### config.mk
export PLATFORM = sky130hd
export DESIGN_NAME = minimum_c2_serial_reducer
export DESIGN_NICKNAME = d
export VERILOG_FILES = /design/src/rtl/minmax_pkg.sv /design/src/rtl/minimum_c2_compare_stage.sv /design/src/rtl/minimum_c2_serial_reducer.sv
export SDC_FILE = /design/constraint.sdc
export NUM_CORES = 1
export LEC_CHECK = 0
export CAP_MARGIN = 20
export CELL_PAD_IN_SITES_DETAIL_PLACEMENT = 1
export CELL_PAD_IN_SITES_GLOBAL_PLACEMENT = 2
export CORE_MARGIN = 4
export CORE_UTILIZATION = 30
export CTS_CLUSTER_SIZE = 14
export DETAILED_ROUTE_END_ITERATION = 12
export PLACE_DENSITY_LB_ADDON = 0.05
export SYNTH_ARGS = -nofsm -noshare
export SYNTH_HDL_FRONTEND = slang
export SYNTH_HIERARCHICAL = 1
export SYNTH_SLANG_ARGS = --single-unit
### constraint.sdc
create_clock -name clk -period 2.6 [get_ports clk]
set_clock_uncertainty 0.15 [all_clocks]
set_input_delay 0.26 -clock clk [delete_from_list [all_inputs] [get_ports clk]]
set_output_delay 0.26 -clock clk [all_outputs]
set_load 0.05 [all_outputs]
### src/rtl/minmax_pkg.sv
// Shared types and width helpers for the minimum/maximum reduction blocks.
package minmax_pkg;

  typedef enum logic {
    ACCUM = 1'b0,
    HOLD  = 1'b1
  } reducer_state_e;

  // Wide enough to hold every value from 0 to max_terms inclusive.
  function automatic int count_width(input int max_terms);
    return $clog2(max_terms + 1);
  endfunction

  function automatic int index_width(input int max_terms);
    return (max_terms > 1) ? $clog2(max_terms) : 1;
  endfunction

  localparam int EMPTY_RESULT = 0;

endpackage

### src/rtl/minimum_c2_compare_stage.sv
// Combinational compare-with-activation cell: strict less-than mirror of the maximum cell.
module minimum_c2_compare_stage #(
  parameter int NUMBER_SIZE = 4
) (
  input  logic signed [NUMBER_SIZE-1:0] candidate,
  input  logic                          activation,
  input  logic signed [NUMBER_SIZE-1:0] current_min,
  input  logic                          have_active,
  output logic                          replace,
  output logic signed [NUMBER_SIZE-1:0] next_min
);

  // Strict less-than keeps the earlier value on ties.
  assign replace  = activation && (!have_active || (candidate < current_min));
  assign next_min = replace ? candidate : current_min;

endmodule

### src/rtl/minimum_c2_serial_reducer.sv
// Serial minimum-with-activation reducer over a valid/ready beat stream.
// Optional MIN_C2_INDEX_EN adds out_index, the beat position of the winning candidate.
module minimum_c2_serial_reducer
  import minmax_pkg::*;
#(
  parameter int NUMBER_SIZE = 4,
  parameter int MAX_TERMS   = 8
) (
  input  logic                                 clk,
  input  logic                                 rst_n,
  input  logic                                 in_valid,
  output logic                                 in_ready,
  input  logic signed [NUMBER_SIZE-1:0]        in_number,
  input  logic                                 in_activation,
  input  logic                                 in_last,
  output logic                                 out_valid,
  input  logic                                 out_ready,
  output logic signed [NUMBER_SIZE-1:0]        out_minimum,
  output logic                                 out_activation,
  output logic [count_width(MAX_TERMS)-1:0]    out_count,
  output logic                                 out_truncated
`ifdef MIN_C2_INDEX_EN
  ,
  output logic [index_width(MAX_TERMS)-1:0]    out_index
`endif
);

  localparam int COUNT_W = count_width(MAX_TERMS);
  localparam logic [COUNT_W-1:0] LAST_BEAT = COUNT_W'(MAX_TERMS - 1);
  localparam logic signed [NUMBER_SIZE-1:0] EMPTY_VALUE = NUMBER_SIZE'(EMPTY_RESULT);

  reducer_state_e               state;
  logic signed [NUMBER_SIZE-1:0] run_min;
  logic signed [NUMBER_SIZE-1:0] next_min;
  logic [COUNT_W-1:0]           run_count;
  logic [COUNT_W-1:0]           beat_cnt;
  logic                         act_seen;
  logic                         truncated;
  logic                         replace;
  logic                         accept;
  logic                         terminate;

`ifdef MIN_C2_INDEX_EN
  localparam int INDEX_W = index_width(MAX_TERMS);
  logic [INDEX_W-1:0] run_index;
  assign out_index = run_index;
`endif

  // Handshake flags decode state only, so no combinational path from in_valid/out_ready.
  assign in_ready  = (state == ACCUM);
  assign out_valid = (state == HOLD);
  assign accept    = in_valid && in_ready;
  assign terminate = accept && (in_last || (beat_cnt == LAST_BEAT));

  minimum_c2_compare_stage #(
    .NUMBER_SIZE (NUMBER_SIZE)
  ) u_compare (
    .candidate   (in_number),
    .activation  (in_activation),
    .current_min (run_min),
    .have_active (act_seen),
    .replace     (replace),
    .next_min    (next_min)
  );

  // NOTE: state uses non-blocking assignments so every register samples pre-edge values.
  always_ff @(posedge clk or negedge rst_n) begin
    if (!rst_n) begin
      state     <= ACCUM;
      run_min   <= EMPTY_VALUE;
      run_count <= '0;
      beat_cnt  <= '0;
      act_seen  <= 1'b0;
      truncated <= 1'b0;
`ifdef MIN_C2_INDEX_EN
      run_index <= '0;
`endif
    end else begin
      case (state)
        ACCUM: begin
          if (accept) begin
            run_min  <= next_min;
            beat_cnt <= beat_cnt + 1'b1;
            if (in_activation) begin
              run_count <= run_count + 1'b1;
              act_seen  <= 1'b1;
            end
`ifdef MIN_C2_INDEX_EN
            if (replace) run_index <= beat_cnt[INDEX_W-1:0];
`endif
            if (terminate) begin
              state     <= HOLD;
              truncated <= !in_last;
            end
          end
        end
        HOLD: begin
          if (out_ready) begin
            state     <= ACCUM;
            run_min   <= EMPTY_VALUE;
            run_count <= '0;
            beat_cnt  <= '0;
            act_seen  <= 1'b0;
            truncated <= 1'b0;
`ifdef MIN_C2_INDEX_EN
            run_index <= '0;
`endif
          end
        end
        default: state <= ACCUM;
      endcase
    end
  end

  assign out_minimum    = run_min;
  assign out_activation = act_seen;
  assign out_count      = run_count;
  assign out_truncated  = truncated;

endmodule

Yosys cells after proc, flatten, opt, wreduce, memory -nomap -nowiden
Cells that the tools add are included.
{ "totals": {"romBits": 0, "mem_count": 0, "latchBits": 0, "mem_bits_rw": 0, "out_inout_bits": 12, "register_bits": 15} }
{ "classes": {"n_mul": 0, "n_shift": 0, "reduce_logical": 11, "add_sub_neg": 2, "bitwise": 1, "n_mux": 20, "eq_ne": 6, "order_cmp": 1, "div": 0} }
{ "ops": {"columns": ["op", "count"], "rows": [
  ["4-bit two-way mux", 6],
  ["4-bit one-hot mux with 2 select lines", 3],
  ["3-bit AND reduction", 3],
  ["4-bit by 1-bit adder with 4-bit output (second input constant)", 2],
  ["1-bit two-way mux", 8],
  ["2-bit by 1-bit != test with 1-bit output (second input constant)", 4],
  ["1-bit one-hot mux with 2 select lines", 3],
  ["4-bit by 3-bit == test with 1-bit output (second input constant)", 1],
  ["4-bit less-than comparator", 1],
  ["1-bit logical AND", 3],
  ["1-bit logical NOT", 2],
  ["1-bit logical OR", 2],
  ["2-bit != test (second input constant)", 1],
  ["2-bit AND reduction", 1],
  ["1-bit inverter", 1]
]} }

Depth between registers and ports, before layout
{ "depth": {"ltp_word": 6, "mapped_depth": 8, "mapped_depth_nobuf": 8} }

Cells and area by module
The synthesis kept the hierarchy.
{ "modules_own_cells": {"columns": ["module", "cells_each", "area_per_inst_um2", "seq_area_each_um2", "n_inst"], "rows": [
  ["minimum_c2_serial_reducer", 74, 784.5, 375.4, 1],
  ["minimum_c2_compare_stage", 18, 148.9, 0.0, 1]
]} }

Worst setup path after synthesis
No wires, ideal clock.
{ "synth_timing": {"path_type": "reg-to-reg", "startpoint": "register run_min[2], in the netlist out_minimum[2]", "endpoint": "register run_min[1], in the netlist out_minimum[1]", "required_time_ps": 2323, "t_arrival_ps": 2024, "setup_ps": 127, "path_stages_with_launch": 9, "slack_ps": 299, "path_buffers": 0, "cell_sequence": "dfrtp_1 inv_1 ha_1 o21ai_0 o211a_1 o21ai_4 mux2_2 mux2i_1 o21ai_0"} }
{ "synth_via": {"elab_chain_cells": 5} }
{ "synth_lines": {"columns": ["element", "line", "text"], "rows": [
  ["from (decl)", "minimum_c2_serial_reducer.sv:33", "logic signed [NUMBER_SIZE-1:0] run_min;"],
  ["from (signal assigned)", "minimum_c2_serial_reducer.sv:82", "run_min <= next_min;"],
  ["4-bit less-than comparator", "minimum_c2_compare_stage.sv:14", "assign replace = activation && (!have_active || (candidate < current_min));"],
  ["1-bit logical OR", "minimum_c2_compare_stage.sv:14", null],
  ["1-bit logical AND", "minimum_c2_compare_stage.sv:14", null],
  ["2-bit by 1-bit != test with 1-bit output (no source line)", null, null],
  ["3-bit AND reduction (no source line)", null, null]
]} }
No other way between the ends.
A chain may end at the register's enable or synchronous reset.

Worst setup path after layout
{ "layout_timing": {"startpoint": "register run_min[2], in the netlist out_minimum[2]", "endpoint": "register run_min[3], in the netlist out_minimum[3]"} }
Same word-level chain as after synthesis.

==> impl_metrics.env <==
export IMPL_core_um2=2853
export IMPL_track_usage_pct=12.18
export IMPL_htree_levels=1
export IMPL_syn_cell_area_um2=929.6
export IMPL_critical_path_class="reg2reg"
export IMPL_port_buffers=21
export IMPL_cpMostUsedCell="o21ai_0"
export IMPL_cts_sinks=15
export IMPL_dieArea_um2=4053
export IMPL_worst_hold_slack_ns=0.2461
export IMPL_gp_congestion=0.7002
export IMPL_critPathArrivalTime_ns=2.13
export IMPL_drcViolationCount=0
export IMPL_routed_wl_um=2220
export IMPL_path_cells="inv_1 -> ha_1 -> o21ai_0 -> o211a_1 -> o21ai_4 -> mux2_2 -> mux2i_1 -> o21ai_0"
export IMPL_clockRootBuffer="clkbuf_4"
export IMPL_antenna_cells=0
export IMPL_clk_insertion_delay_late_ns=0.29
export IMPL_antenna_found_initial=0
export IMPL_areaGrowthSynthToFinish_pct=27.05
export IMPL_multi_input_area_um2=493.0
export IMPL_start_util_pct=32.59
export IMPL_crit_fanout=5
export IMPL_setup_viol=0
export IMPL_die_w_um=63.67
export IMPL_place_area_um2=1155
export IMPL_clockBufferDepth=2
export IMPL_post_route_period_util_pct=80.94
export IMPL_synth_nets=106
export IMPL_relSlewSlack_pct=51.12
export IMPL_yosysWarnings=6
export IMPL_boundaryPins=22
export IMPL_p_leak_nw=0.5314
export IMPL_drt_first_pass_iters=4
export IMPL_cts_setup_buffers=0
export IMPL_max_cap_violations=0
export IMPL_grt_max_degree=20
export IMPL_row_count=19
export IMPL_final_area_um2=1181
export IMPL_fin_crit_ns=2.104
export IMPL_rsz0062_at_grt="no"
export IMPL_total_power_mw=1.225
export IMPL_slowest_delay_ns=0.42
export IMPL_crit_path_start_kind="register"
export IMPL_avgRoutedWirePerCell_um=15.31
export IMPL_die_h_um=63.67
export IMPL_seq_area_um2=375.4
export IMPL_via_per_inst=5.048
export IMPL_cts_inserted_buffers=3
export IMPL_fin_nets=130
export IMPL_finalHoldViolations=0
export IMPL_tightest_slew_ns=0.7308
export IMPL_hold_path_class="in2async"
export IMPL_slew_violations=0
export IMPL_syn_inst=91
export IMPL_end_kind="register"
export IMPL_fillerInstances=317
export IMPL_slowest_stage="dfrtp_1"
export IMPL_initialDrtViolationCount=25
export IMPL_setup_tns_ns=0
export IMPL_crit_required_ns=2.62
export IMPL_dp_hpwl_um=1604
export IMPL_cts_tree="yes"
export IMPL_grt_pass1_vias=785
export IMPL_status="finished, final reports clean"
export IMPL_path_buf_inv=1
export IMPL_max_freq_mhz=475.2
export IMPL_path_clk_slew_ns=0.10
export IMPL_cts_resized_gates=0
export IMPL_grt_pass1_wl_um=3919
export IMPL_drive_gt1_share_pct=10.53
export IMPL_power_per_cell_area_nw_per_um2=1037
export IMPL_synth_area_per_cell_um2=10.22
export IMPL_vias=732
export IMPL_holdBufCountCts=0
export IMPL_critPathTopFamily="compound AO/OA/AOI/OAI gates"
export IMPL_peakVddDrop_uv=324.1
export IMPL_ant_nets=0
export IMPL_grt_ovfl_total=0
## path summary, 6_finish.rpt
check | start | to | slack, ns | depth (start not counted)
hold reg to reg | beat_cnt[3]$_DFFE_PN0P_ | beat_cnt[3]$_DFFE_PN0P_ | 0.40 | 2
min in group clk | beat_cnt[3]$_DFFE_PN0P_ | beat_cnt[3]$_DFFE_PN0P_ | 0.40 | 2
setup / recovery | out_minimum[2]$_DFFE_PN0P_ | out_minimum[3]$_DFFE_PN0P_ | 0.50 | 8
setup reg to reg | out_minimum[2]$_DFFE_PN0P_ | out_minimum[3]$_DFFE_PN0P_ | 0.50 | 8
hold / removal | rst_n | out_minimum[2]$_DFFE_PN0P_ | 0.25 | 1
max in group asynchronous | rst_n | beat_cnt[0]$_DFFE_PN0P_ | 1.60 | 1
## cells in the final DEF, fill, tap and decap left out
| cell type | n |
|---|---|
| nor3b_1 | 1 |
| clkbuf_4 | 3 |
| a21oi_1 | 1 |
| inv_1 | 6 |
| o211a_1 | 1 |
| xor2_1 | 4 |
| mux2i_1 | 7 |
| and4b_1 | 1 |
| o21ai_0 | 10 |
| a2bb2oi_1 | 1 |
| buf_4 | 2 |
| clkbuf_1 | 1 |
| nor4bb_1 | 1 |
| nor2b_1 | 1 |
| nor2b_4 | 2 |
| nand2_1 | 14 |
| nand3_1 | 2 |
| o22ai_1 | 3 |
| a22oi_1 | 1 |
| a211o_1 | 1 |
| dfrtp_1 | 15 |
| a21boi_0 | 1 |
| o21ai_4 | 1 |
| clkdlybuf4s50_1 | 21 |
| mux2_2 | 4 |
| nand4_1 | 1 |
| nor2_1 | 1 |
| xnor2_1 | 1 |
| o21ai_1 | 1 |
| ha_1 | 5 |
## cell type report
type / count / share of cell area [%]
Clock buffer: 4 / 2.225
Inverter: 6 / 1.907
Multi-Input combinational cell: 66 / 41.74
Sequential cell: 15 / 31.78
Tap cell: 31 / 3.284
Timing Repair Buffer: 23 / 19.07
## flip-flops by register name, summed over array words and instances, names as in the netlist
signal and flops:
out_truncated 1, out_minimum 4, out_count 4, out_activation 1, out_valid 1, beat_cnt 4
## report_power, final
group / leakage, nW / internal (mW) / switching [mW]
clock network: 0.0150 / 0.0597 / 0.0829
logic: 0.324 / 0.263 / 0.400
registers: 0.192 / 0.317 / 0.102
## per-stage QoR
stage	setup WS, ns	std cells	utilization [%]
floorplan	0.3126	91	-
finish	0.4956	145	41.40
detailed placement	0.2332	141	40.48
global placement	0.2373	141	40.48
global route	0.3460	145	41.40
CTS	0.4723	145	41.40
## routing by layer
metal  routed length (µm)  up-vias  share of wire (%)  track usage [%]
met5                    0        -                  0                0
met2                 1100       12                 50            20.34
li1                     -      361                  -                -
met1                 1022      359                 46            15.45
met3                   97        0                4.4            4.263
met4                    0        0                  0            1.617
(Power assumes the default switching activity.)
==> patch, RTL diff (same flow settings) <==
`NUMBER_SIZE` is set to 4 in 2 places; all go to 8.
--- a/src/rtl/minimum_c2_compare_stage.sv
+++ b/src/rtl/minimum_c2_compare_stage.sv
@@ -1,6 +1,6 @@
 // Combinational compare-with-activation cell: strict less-than mirror of the maximum cell.
 module minimum_c2_compare_stage #(
-  parameter int NUMBER_SIZE = 4
+  parameter int NUMBER_SIZE = 8
 ) (
   input  logic signed [NUMBER_SIZE-1:0] candidate,
   input  logic                          activation,
--- a/src/rtl/minimum_c2_serial_reducer.sv
+++ b/src/rtl/minimum_c2_serial_reducer.sv
@@ -3,7 +3,7 @@
 module minimum_c2_serial_reducer
   import minmax_pkg::*;
 #(
-  parameter int NUMBER_SIZE = 4,
+  parameter int NUMBER_SIZE = 8,
   parameter int MAX_TERMS   = 8
 ) (
   input  logic                                 clk,
Interface: changed (resized in_number and out_minimum); port bits go from 22 to 30. No check against the original RTL was run, so the function may have changed too.
==> patch against the original RTL <==
- total power grew 76%
- register-to-register slack lost 0.12 ns
- synthesized area grew 80%
- die area grew 68%
- sequential cell count grew 4
- routed wire length grew 110%
- sequential power grew 43%
- non-clock buffer count grew 11
- clock power grew 44%
- critical endpoint is now out_activation
- setup slack lost 0.17 ns
- design area grew 71%
==> patch: results (changes against the original RTL) <==
| Metric | Value |
|---|---|
| Area of the multi-input gates | 1040 sq um (+110%) |
| NumNets Final | 234 (+80%) |
| Worst r2r dst | out_minimum[4] |
| CTS root buffer | clkbuf_8 |
| Syn Nets | 207 (+95%) |
| Status | complete, no violations |
| Inverters | 11 (+5) |
| RR Startpoint | out_minimum[7] |
| Buffers excl. clock | 34 (+48%) |
| Routability congestion estimate | 0.7760 (+11%) |
| Slew headroom | 60.75% (+9.6 points) |
| Register area | 475.5 sq um (+27%) |
| Layout cells sized above 1 | 16.19% (+5.7 points) |
| Clock network share of area | 2.233% (+0.0087 points) |
| Via density | 5.300 (+5.0%) |
| DP Wirelength | 3417 microns (+110%) |
| First-pass GRT wire length | 7417 microns (+89%) |
| Non-clock buffer share | 16.25% (-2.8 points) |
| Number of fill cells | 628 (+98%) |
| Arrival time at the worst endpoint | 1.86 ns (-0.27 ns) |
| Drt wl/cell | 16.33 microns (+6.7%) |
| Inserted Clock Buffers | 3 (unchanged) |
| VDD IR max | 0.0005089 V (+57%) |
| Number of global-route vias before repair | 1,535 (+96%) |
| WHS | 0.1879 ns (-0.05819 ns) |
| # clock sinks | 19 (+4) |
| Source of the critical timing path | out_activation |
| Slowest stage delay, CP | 0.91 ns (+0.49 ns) |
| GRT Util Overall | 14.01% (+1.8 points) |
| IO buf count | 29 (+38%) |
| Worst-skew pair later-pin latency | 0.25 ns (-0.04 ns) |
| CP max stage cell | clkdlybuf4s50_1 |
| Critical path's top delay family | buffers and inverters |
| Setup slack, reg-to-reg | 0.38 ns (-0.12 ns) |
| Clock Pin Slew Worst Setup and Hold Paths | 0.07 ns (-0.03 ns) |
| Leakage power | 0.8469 nW (+59%) |
| Multi-In Gates | 142 (+120%) |
-- patch: stage by stage --
stage               setup slack [ns]  util (%)  instance area (sq um)  std cells
floorplan                     0.2606         -                   1670        184
global placement              0.2205     37.65                   1972        276
detailed placement            0.1092     37.65                   1972        276
CTS                           0.3036     38.51                   2017        280
global route                  0.2049     38.51                   2017        280
finish                        0.3286     38.51                   2017        280
-- patch: report_power, final --
group / internal (mW) / switching [mW]
clock: 0.109 / 0.0966
combinational: 0.535 / 0.823
sequential: 0.412 / 0.187
-- patch: layer usage --
layer / GRT usage (%) / part of all wire [%]
met1: 16.77 / 44
met2: 26.12 / 53
met3: 1.627 / 2.4
met4: 3.922 / 1.0
met5: 0 / 0
-- patch: worst max path at each step --
stage | to | slack [ns] | depth (start not counted)
after floorplan | out_minimum[6] | 0.26 | 9
after global placement | out_minimum[2] | 0.22 | 8
after CTS | out_activation | 0.30 | 1
final | out_activation | 0.33 | 1
after detailed placement | out_minimum[4] | 0.11 | 8
after global routing | out_minimum[4] | 0.20 | 8
